<file path="config.mk">
export PLATFORM = sky130hd
export DESIGN_NAME = nim_pile_bank
export DESIGN_NICKNAME = d
export VERILOG_FILES = /design/src/rtl/nim_pkg.sv /design/src/rtl/rise_detect.sv /design/src/rtl/nim_pile_bank.sv
export SDC_FILE = /design/constraint.sdc
export NUM_CORES = 1
export LEC_CHECK = 0
export BUFFER_PORTS_ARGS = -buffer_cell sky130_fd_sc_hd__buf_2
export CAP_MARGIN = 20
export CORE_ASPECT_RATIO = 1.5
export CORE_MARGIN = 2
export CORE_UTILIZATION = 56
export CTS_BUF_LIST = sky130_fd_sc_hd__clkbuf_2
export DETAILED_ROUTE_END_ITERATION = 16
export PLACE_DENSITY_LB_ADDON = 0.08
export REMOVE_ABC_BUFFERS = 1
export SKIP_LAST_GASP = 1
export SYNTH_ARGS = -nofsm -noshare
export SYNTH_HDL_FRONTEND = slang
export SYNTH_SLANG_ARGS = --single-unit
</file>
<file path="constraint.sdc">
create_clock -name clk -period 2.6 [get_ports clk]
set_clock_uncertainty 0.1 [all_clocks]
set_input_delay 0.52 -clock clk [delete_from_list [all_inputs] [get_ports clk]]
set_output_delay 0.52 -clock clk [all_outputs]
set_load 0.005 [all_outputs]
</file>
<file path="src/rtl/nim_pkg.sv">
// Shared types and constants for the multi-pile Nim bank.
// Optional build macro: NIM_ZERO_REROLL_EN (skip zero draws during a fill).
package nim_pkg;

  localparam int NIM_MAX_PILES = 16;
  localparam int NIM_DEF_WIDTH = 4;

  typedef enum logic [1:0] {
    IDLE  = 2'd0,
    FILL  = 2'd1,
    READY = 2'd2
  } pile_state_t;

endpackage : nim_pkg

</file>
<file path="src/rtl/rise_detect.sv">
// Rising-edge detector for the debounced load button.
// Only the 0->1 transition of the level input produces a one-cycle rise.
module rise_detect (
  input  logic clk,
  input  logic reset,
  input  logic load,
  output logic rise
);

  logic load_q;
  logic load_d;

  always_comb begin
    load_d = load;
  end

  always_ff @(posedge clk or negedge reset) begin
    if (!reset) begin
      load_q <= 1'b0;
    end else begin
      load_q <= load_d;
    end
  end

  assign rise = load & ~load_q;

endmodule : rise_detect

</file>
<file path="src/rtl/nim_pile_bank.sv">
// Bank of PILES Nim pile counters: filled one pile per cycle from a random
// source on a load edge, then drained by validated take requests.
// Optional build macro: NIM_ZERO_REROLL_EN (zero draws are skipped during a fill).
module nim_pile_bank
  import nim_pkg::*;
#(
  parameter int WIDTH = NIM_DEF_WIDTH,
  parameter int PILES = 4
) (
  input  logic                     clk,
  input  logic                     reset,
  input  logic                     load,
  input  logic [WIDTH-1:0]         random,
  input  logic [$clog2(PILES)-1:0] sel,
  input  logic [WIDTH-1:0]         take,
  input  logic                     take_valid,
  output logic [PILES*WIDTH-1:0]   piles,
  output logic                     busy,
  output logic                     fill_done,
  output logic                     take_ok,
  output logic                     take_err,
  output logic                     all_empty
);

  localparam int IDX_W = $clog2(PILES);
  localparam logic [IDX_W-1:0] LAST_IDX = IDX_W'(PILES - 1);

  pile_state_t      state_q, state_d;
  logic [IDX_W-1:0] idx_q, idx_d;
  logic [WIDTH-1:0] pile_q [PILES];
  logic [WIDTH-1:0] pile_d [PILES];
  logic             busy_q, busy_d;
  logic             fill_done_q, fill_done_d;
  logic             take_ok_q, take_ok_d;
  logic             take_err_q, take_err_d;

  logic             rise;
  logic             fill_write;
  logic             last_idx;
  logic             sel_in_range;
  logic [WIDTH-1:0] pile_sel;
  logic             take_accept;

  rise_detect u_rise_detect (
    .clk   (clk),
    .reset (reset),
    .load  (load),
    .rise  (rise)
  );

`ifdef NIM_ZERO_REROLL_EN
  // A zero draw is discarded so every pile starts non-empty.
  assign fill_write = (random != '0);
`else
  assign fill_write = 1'b1;
`endif

  assign last_idx     = (idx_q == LAST_IDX);
  assign sel_in_range = (int'(sel) < PILES);
  assign pile_sel     = sel_in_range ? pile_q[sel] : '0;
  // A simultaneous load edge always wins over a take.
  assign take_accept  = sel_in_range && (take != '0) && (take <= pile_sel) && !rise;

  always_ff @(posedge clk or negedge reset) begin
    if (!reset) begin
      state_q <= IDLE;
    end else begin
      state_q <= state_d;
    end
  end

  always_comb begin
    state_d = state_q;
    unique case (state_q)
      IDLE:    if (rise) state_d = FILL;
      FILL:    if (fill_write && last_idx) state_d = READY;
      READY:   if (rise) state_d = FILL;
      default: state_d = IDLE;
    endcase
  end

  always_comb begin
    idx_d       = idx_q;
    fill_done_d = 1'b0;
    take_ok_d   = 1'b0;
    take_err_d  = 1'b0;
    for (int i = 0; i < PILES; i++) begin
      pile_d[i] = pile_q[i];
    end

    unique case (state_q)
      IDLE: begin
        if (rise) idx_d = '0;
        if (take_valid) take_err_d = 1'b1;
      end
      FILL: begin
        if (take_valid) take_err_d = 1'b1;
        if (fill_write) begin
          pile_d[idx_q] = random;
          idx_d         = last_idx ? '0 : idx_q + 1'b1;
          fill_done_d   = last_idx;
        end
      end
      READY: begin
        if (rise) idx_d = '0;
        if (take_valid) begin
          if (take_accept) begin
            pile_d[sel] = pile_q[sel] - take;
            take_ok_d   = 1'b1;
          end else begin
            take_err_d  = 1'b1;
          end
        end
      end
      default: begin
        idx_d = '0;
      end
    endcase

    busy_d = (state_d == FILL);
  end

  always_ff @(posedge clk or negedge reset) begin
    if (!reset) begin
      idx_q       <= '0;
      busy_q      <= 1'b0;
      fill_done_q <= 1'b0;
      take_ok_q   <= 1'b0;
      take_err_q  <= 1'b0;
      for (int i = 0; i < PILES; i++) begin
        pile_q[i] <= '0;
      end
    end else begin
      idx_q       <= idx_d;
      busy_q      <= busy_d;
      fill_done_q <= fill_done_d;
      take_ok_q   <= take_ok_d;
      take_err_q  <= take_err_d;
      for (int i = 0; i < PILES; i++) begin
        pile_q[i] <= pile_d[i];
      end
    end
  end

  always_comb begin
    for (int i = 0; i < PILES; i++) begin
      piles[i*WIDTH +: WIDTH] = pile_q[i];
    end
  end

  assign all_empty = (piles == '0);
  assign busy      = busy_q;
  assign fill_done = fill_done_q;
  assign take_ok   = take_ok_q;
  assign take_err  = take_err_q;

endmodule : nim_pile_bank

</file>
Yosys cells after proc, flatten, opt, wreduce, memory -nomap -nowiden
Cells that the tools add are included.
{"block": "op_classes", "addsub": 2, "n_lt_le_gt_ge": 5, "eq_ne": 7, "n_mux": 26, "bitwise": 4, "n_reduce_logical": 12}
{"cell": "bitwise mux 16 bit", "count": 2}
{"cell": "two-way mux 16 bit", "count": 2}
{"cell": "case mux 16 bit (2 select lines)", "count": 1}
{"cell": "demux 4 bit (select 2 bit)", "count": 2}
{"cell": "zero test 16 bit", "count": 1}
{"cell": "two-way mux 4 bit", "count": 4}
{"cell": "binary-select mux 4 bit (select 2 bit)", "count": 1}
{"cell": "two-way mux 2 bit", "count": 4}
{"cell": "case mux 2 bit (2 select lines)", "count": 2}
{"cell": "two-way mux 1 bit", "count": 7}
{"cell": "greater-or-equal comparator 3 bit, second input constant", "count": 2}
{"cell": "less-than comparator 3 x 1 -> 1 bit, second input constant", "count": 2}
{"cell": "NOT 2 -> 3 bit", "count": 2}
{"cell": "equality test 2 x 1 -> 1 bit, second input constant", "count": 2}
{"cell": "equality test 2 bit, second input constant", "count": 2}
{"cell": "<= comparator 4 bit", "count": 1}
{"cell": "logical AND 1 bit", "count": 4}
{"cell": "!= test 2 bit, second input constant", "count": 2}
{"cell": "nonzero test 4 bit", "count": 1}
{"cell": "OR reduction 2 bit", "count": 2}
{"cell": "subtractor 4 bit", "count": 1}
{"cell": "AND reduction 3 bit", "count": 1}
{"cell": "adder 2 x 1 -> 2 bit, second input constant", "count": 1}
{"cell": "zero test 2 bit", "count": 1}
{"cell": "6 further kinds", "count": 6}
{"block": "totals", "reg_bits": 25, "output_inout_bits": 21, "wordCells": 67}

Longest topological paths before layout
{"block": "depth", "depth_word": 10, "ltp_mapped": 12}

Modules after synthesis
Synthesis repeated with hierarchy kept, for this count alone.
{"block": "unflattened", "hier_cells": 138, "hier_area_um2": 1579.0}
{"mod": "nim_pile_bank", "n_inst": 1, "cells_each": 136, "area_each_um2": 1540.2, "seq_area_each_um2": 600.6}
{"mod": "rise_detect", "n_inst": 1, "cells_each": 2, "area_each_um2": 38.8, "seq_area_each_um2": 25.0}

Least setup slack after synthesis
No wires, ideal clock.
{"block": "synth_path", "path_kind": "input-to-reg", "from": "input port sel[0]", "to": "register pile_q, in the netlist piles[0]", "setup_time_ns": 0.124, "arrival_time_ns": 2.647, "required_ns": 2.376, "path_slack_ns": -0.271, "path_stages": 12, "n_path_buf": 3, "cell_sequence": "buf_2 mux4_2 inv_1 ha_1 inv_1 fa_1 a21oi_1 o21ai_0 a41oi_2 buf_6 buf_4 o2bb2ai_1"}
{"block": "synth_between", "elab_chain_len": 9}
{"item": "start, declared", "line": "nim_pile_bank.sv:14", "text": "input logic [$clog2(PILES)-1:0] sel,"}
{"item": "NOT 2 -> 3 bit (not written as such) *", "line": "nim_pile_bank.sv:60, nim_pile_bank.sv:108"}
{"item": "binary-select mux 4 bit (select 2 bit), or another cell as far along", "line": "nim_pile_bank.sv:60, nim_pile_bank.sv:108"}
{"item": "two-way mux 4 bit (not written as such) or logical AND 1 bit (tied branches)", "line": "nim_pile_bank.sv:60, nim_pile_bank.sv:108"}
{"item": "two-way mux 4 bit (on tied branches)", "line": "nim_pile_bank.sv:60, nim_pile_bank.sv:108"}
{"item": "subtractor 4 bit, or another cell as far along", "line": "nim_pile_bank.sv:108", "text": "pile_d[sel] = pile_q[sel] - take;"}
{"item": "bitwise mux 16 bit or logical AND 1 bit (tied branches)", "line": "nim_pile_bank.sv:108, nim_pile_bank.sv:62"}
{"item": "two-way mux 16 bit or logical AND 1 bit (tied branches)", "line": "nim_pile_bank.sv:107, nim_pile_bank.sv:62"}
{"item": "two-way mux 16 bit or != test 2 bit (tied branches)"}
{"item": "case mux 16 bit (2 select lines) or AND reduction 3 bit (tied branches)"}
{"item": "end signal, assigned by index", "line": "nim_pile_bank.sv:140", "text": "pile_q[i] <= pile_d[i];"}
{"item": "end, declared", "line": "nim_pile_bank.sv:30", "text": "logic [WIDTH-1:0] pile_q [PILES];"}
Mark *: on every way between the ends. The rest lies on a longest branch, timed or not. The select of a mux whose other input is x is not followed.
A chain may end at the register's enable or synchronous reset.

Worst setup path in the final report
{"block": "layout_path", "from": "register pile_q, in the netlist piles[12]", "to": "register pile_q, in the netlist piles[10]"}
{"block": "layout_between", "elab_chain_len": 8}
{"item": "binary-select mux 4 bit (select 2 bit) *", "line": "nim_pile_bank.sv:60, nim_pile_bank.sv:108"}
{"item": "two-way mux 4 bit (not written as such) * (2 in series)", "line": "nim_pile_bank.sv:60, nim_pile_bank.sv:108"}
{"item": "subtractor 4 bit or <= comparator 4 bit (tied branches)", "line": "nim_pile_bank.sv:108, nim_pile_bank.sv:62"}
{"item": "bitwise mux 16 bit or logical AND 1 bit (tied branches)", "line": "nim_pile_bank.sv:108, nim_pile_bank.sv:62"}
{"item": "two-way mux 16 bit or logical AND 1 bit (tied branches)", "line": "nim_pile_bank.sv:107, nim_pile_bank.sv:62"}
{"item": "two-way mux 16 bit or != test 2 bit (tied branches)"}
{"item": "case mux 16 bit (2 select lines) or AND reduction 3 bit (tied branches)"}
Marks and branches as above.

==> impl_metrics.yaml <==
sta:
  period_needed_ns: 2.536
  worstMarginPinSlew_ns: 0.6200
  max-slew-margin-rel_pct: 58.66
  fin_crit_sh_pct: 97.54
  hold_slack_ns: -0.006467
  rsz0062_at_grt: "yes"
  max_freq_mhz: 394.3
  final_hold_viol_count: 9
  drv_slew: 0
  final-setup-viol-count: 0
  finalSetupTns_ns: 0
layout:
  area_delta_synth_final_pct: 31.50
  final_util_pct: 76.75
  fin_nets: 221
  finalNonFillerCells: 234
  antenna_cells: 0
  drive_gt1_share_pct: 47.21
routing:
  dr.first_iter.drc_count: 118
  ant_nets: 0
  vias: 1482
  drt-pass1-iter-count: 4
  drcViolationCount: 0
  routed_wl_um: 4447
  wl_per_cell_um: 19.00
  vias_per_cell: 6.333
logic_synthesis:
  synthFlopType: "dfrtp_1"
  synth_area_um2: 1545
  yosysSeqAreaShare_pct: 40.49
  ys_types: 37
  ys_warn_count: 0
  syn_avg_cell_area_um2: 11.04
  async_flop_share_pct: 100.0
  synth_edf_count: 0
  synthCells: 140
  ys_ff_latch: 25
clock_network:
  cts_max_level: 1
  cts_sinks: 25
  root_buffer: "clkbuf_2"
  cts_tree: "yes"
  clk_latency_ns: 0.37
  clock_path_buffers: 2
  clk_pin_slew_ns: 0.24
  cts_buffers: 3
  hold_buffers: 0
floorplanning:
  design.core.area_um2: 2648
  dieHeight_um: 68.34
  die_area_um2: 3204
  pin_count: 35
  die_w_um: 46.89
  start_util_pct: 58.36
  rows: 23
critical_path:
  cp-start-kind: "register"
  criticalPathCategory: "reg2reg"
  crit_fanout: 7
  crit_required_ns: 2.82
  crit_path_end_kind: "register"
  reg2regPathDepth: 11
  arrival_ns: 2.75
global_routing:
  grt_pass1_vias: 1468
  antenna_found_initial: 0
  grt-ovfl-total: 0
  grt_max_degree: 26
  grt_util_all_layers_pct: 30.29
  grt_first_pass_wirelength_um: 6913
pwr:
  pwr-share-seq_pct: 27.5
  p_per_area_nw_per_um2: 1203
  power_frac_comb_pct: 65.8
  ir_drop_mv: 0.7051
  p_sw_share_pct: 42.05
  intPower_uw: 1416
  clkPwrFrac_pct: 6.7
  switchingPower_uw: 1028
  p_leak_uw: 0.0009264
placement:
  io_buffer_count: 34
  placed_cells: 228
  place.gp.congestion: 0.9563
  hpwl_um: 3395
worst_hold_path:
  hold_class: "in2async"
job:
  drv_cap: 0
status:
  violations: "hold timing"
  status: "complete, but fails checks"
[cells by family (layout without fill, tap and decap cells)]
| kind of cell | Yosys count | after routing | synth area share, % |
|---|---|---|---|
| compound gates | 47 | 47 | 23.48 |
| xor+xnor | 2 | 2 | 1.134 |
| fa+ha+maj | 9 | 9 | 7.774 |
| buf+inv | 16 | 73 | 5.263 |
| flops | 25 | 25 | 40.49 |
| mux | 4 | 4 | 5.830 |
| simple gates | 37 | 37 | 16.03 |
[stage by stage]
stage | setup slack [ns] | cell area (um^2) | total power [uW]
CTS | 0.01004 | 1928 | 2245
finish | 0.06386 | 2032 | 2444
global placement | -0.3720 | 1898 | 2010
global route | -0.02064 | 2032 | 2597
floorplan | -0.3233 | 1494 | 1387
detailed placement | -0.4702 | 1898 | 2068
[cell usage after synthesis, types with 2 or more instances]
cell type / number / area, um^2
and3_1: 2 / 12.51
mux4_2: 4 / 90.09
nor4_1: 4 / 25.02
nor3b_2: 2 / 25.02
nand2b_1: 3 / 18.77
xor2_1: 2 / 17.52
dfrtp_1: 25 / 625.6
buf_2: 2 / 10.01
nand2_1: 7 / 26.28
ha_1: 8 / 100.1
o21ai_0: 3 / 15.01
clkbuf_1: 2 / 7.510
nor3_1: 2 / 10.01
or2_4: 3 / 26.28
a21o_1: 2 / 15.01
inv_1: 8 / 30.03
a32oi_1: 12 / 105.1
buf_4: 3 / 22.52
o22ai_1: 2 / 12.51
and2_1: 4 / 25.02
a31oi_1: 3 / 18.77
o2bb2ai_1: 15 / 131.4
a21oi_1: 8 / 40.04
[flip-flops by register name (all words and copies together), names as in the netlist]
name                  cells
piles                    16
busy                      1
take_ok                   1
take_err                  1
state_q                   2
idx_q                     2
fill_done                 1
u_rise_detect.load_q      1
[cell type report]
cell class | instances | area [um^2]
inverters | 8 | 30.03
flip-flops and latches | 25 | 625.6
repair buffers | 61 | 384.1
well taps | 37 | 46.29
fillers | 199 | 615.6
clock buffers | 4 | 20.02
multi-input cells | 99 | 925.9
[power groups by stage]
| stage | registers (uW) | clock network, uW | logic (uW) |
|---|---|---|---|
| floorplan | 705 | 0 | 682 |
| global placement | 666 | 0 | 1340 |
| detailed placement | 678 | 0 | 1390 |
| CTS | 668 | 158 | 1420 |
| global route | 692 | 169 | 1740 |
| finish | 672 | 163 | 1610 |
[final timing paths]
kind / start / end / slack [ns]
max reg2reg: piles[12]$_DFFE_PN0P_ / piles[10]$_DFFE_PN0P_ / 0.06
max: piles[12]$_DFFE_PN0P_ / piles[10]$_DFFE_PN0P_ / 0.06
min in group clk: load / u_rise_detect.load_q$_DFF_PN0_ / 0.14
min reg2reg: piles[6]$_DFFE_PN0P_ / piles[6]$_DFFE_PN0P_ / 0.48
max in group asynchronous: reset / piles[10]$_DFFE_PN0P_ / 2.02
min: reset / piles[1]$_DFFE_PN0P_ / -0.006
[layer usage]
layer	part of all wire [%]	global-route usage (%)	up-vias
met5	0	0	-
met4	5.4	20.83	0
met3	5.1	3.430	20
met2	53	48.63	64
met1	36	36.55	735
li1	-	-	663
[placed cells by master, fill, tap and decap left out, types with 3 or more instances in the layout]
cell type / n
buf_2: 34
dfrtp_1: 25
buf_4: 24
a32oi_1: 12
nand2_1: 7
a21oi_1: 7
o2bb2ai_1: 7
o2bb2ai_2: 7
ha_1: 7
inv_1: 6
mux4_2: 4
and2_1: 4
nor4_1: 4
or2_4: 4
clkbuf_2: 4
nand2b_1: 3
a31oi_1: 3
buf_6: 3
[critical path, cell delays in order (launching register included)]
cell and delay [ns]:
dfrtp_1 0.45, mux4_2 0.48, inv_2 0.08, ha_4 0.13, inv_2 0.04, fa_2 0.36
a21oi_2 0.13, o21ai_2 0.09, a41oi_2 0.19, buf_6 0.15, or2_4 0.17, o2bb2ai_4 0.11
[what timing repair did]
item / in CTS / in global routing
pin swaps: 1 / 6
gates resized for setup: 2 / 19
setup endpoints to repair: 16 / 17
buffers inserted: 1 / 1
No activity file was read; power rests on OpenSTA's default activity.
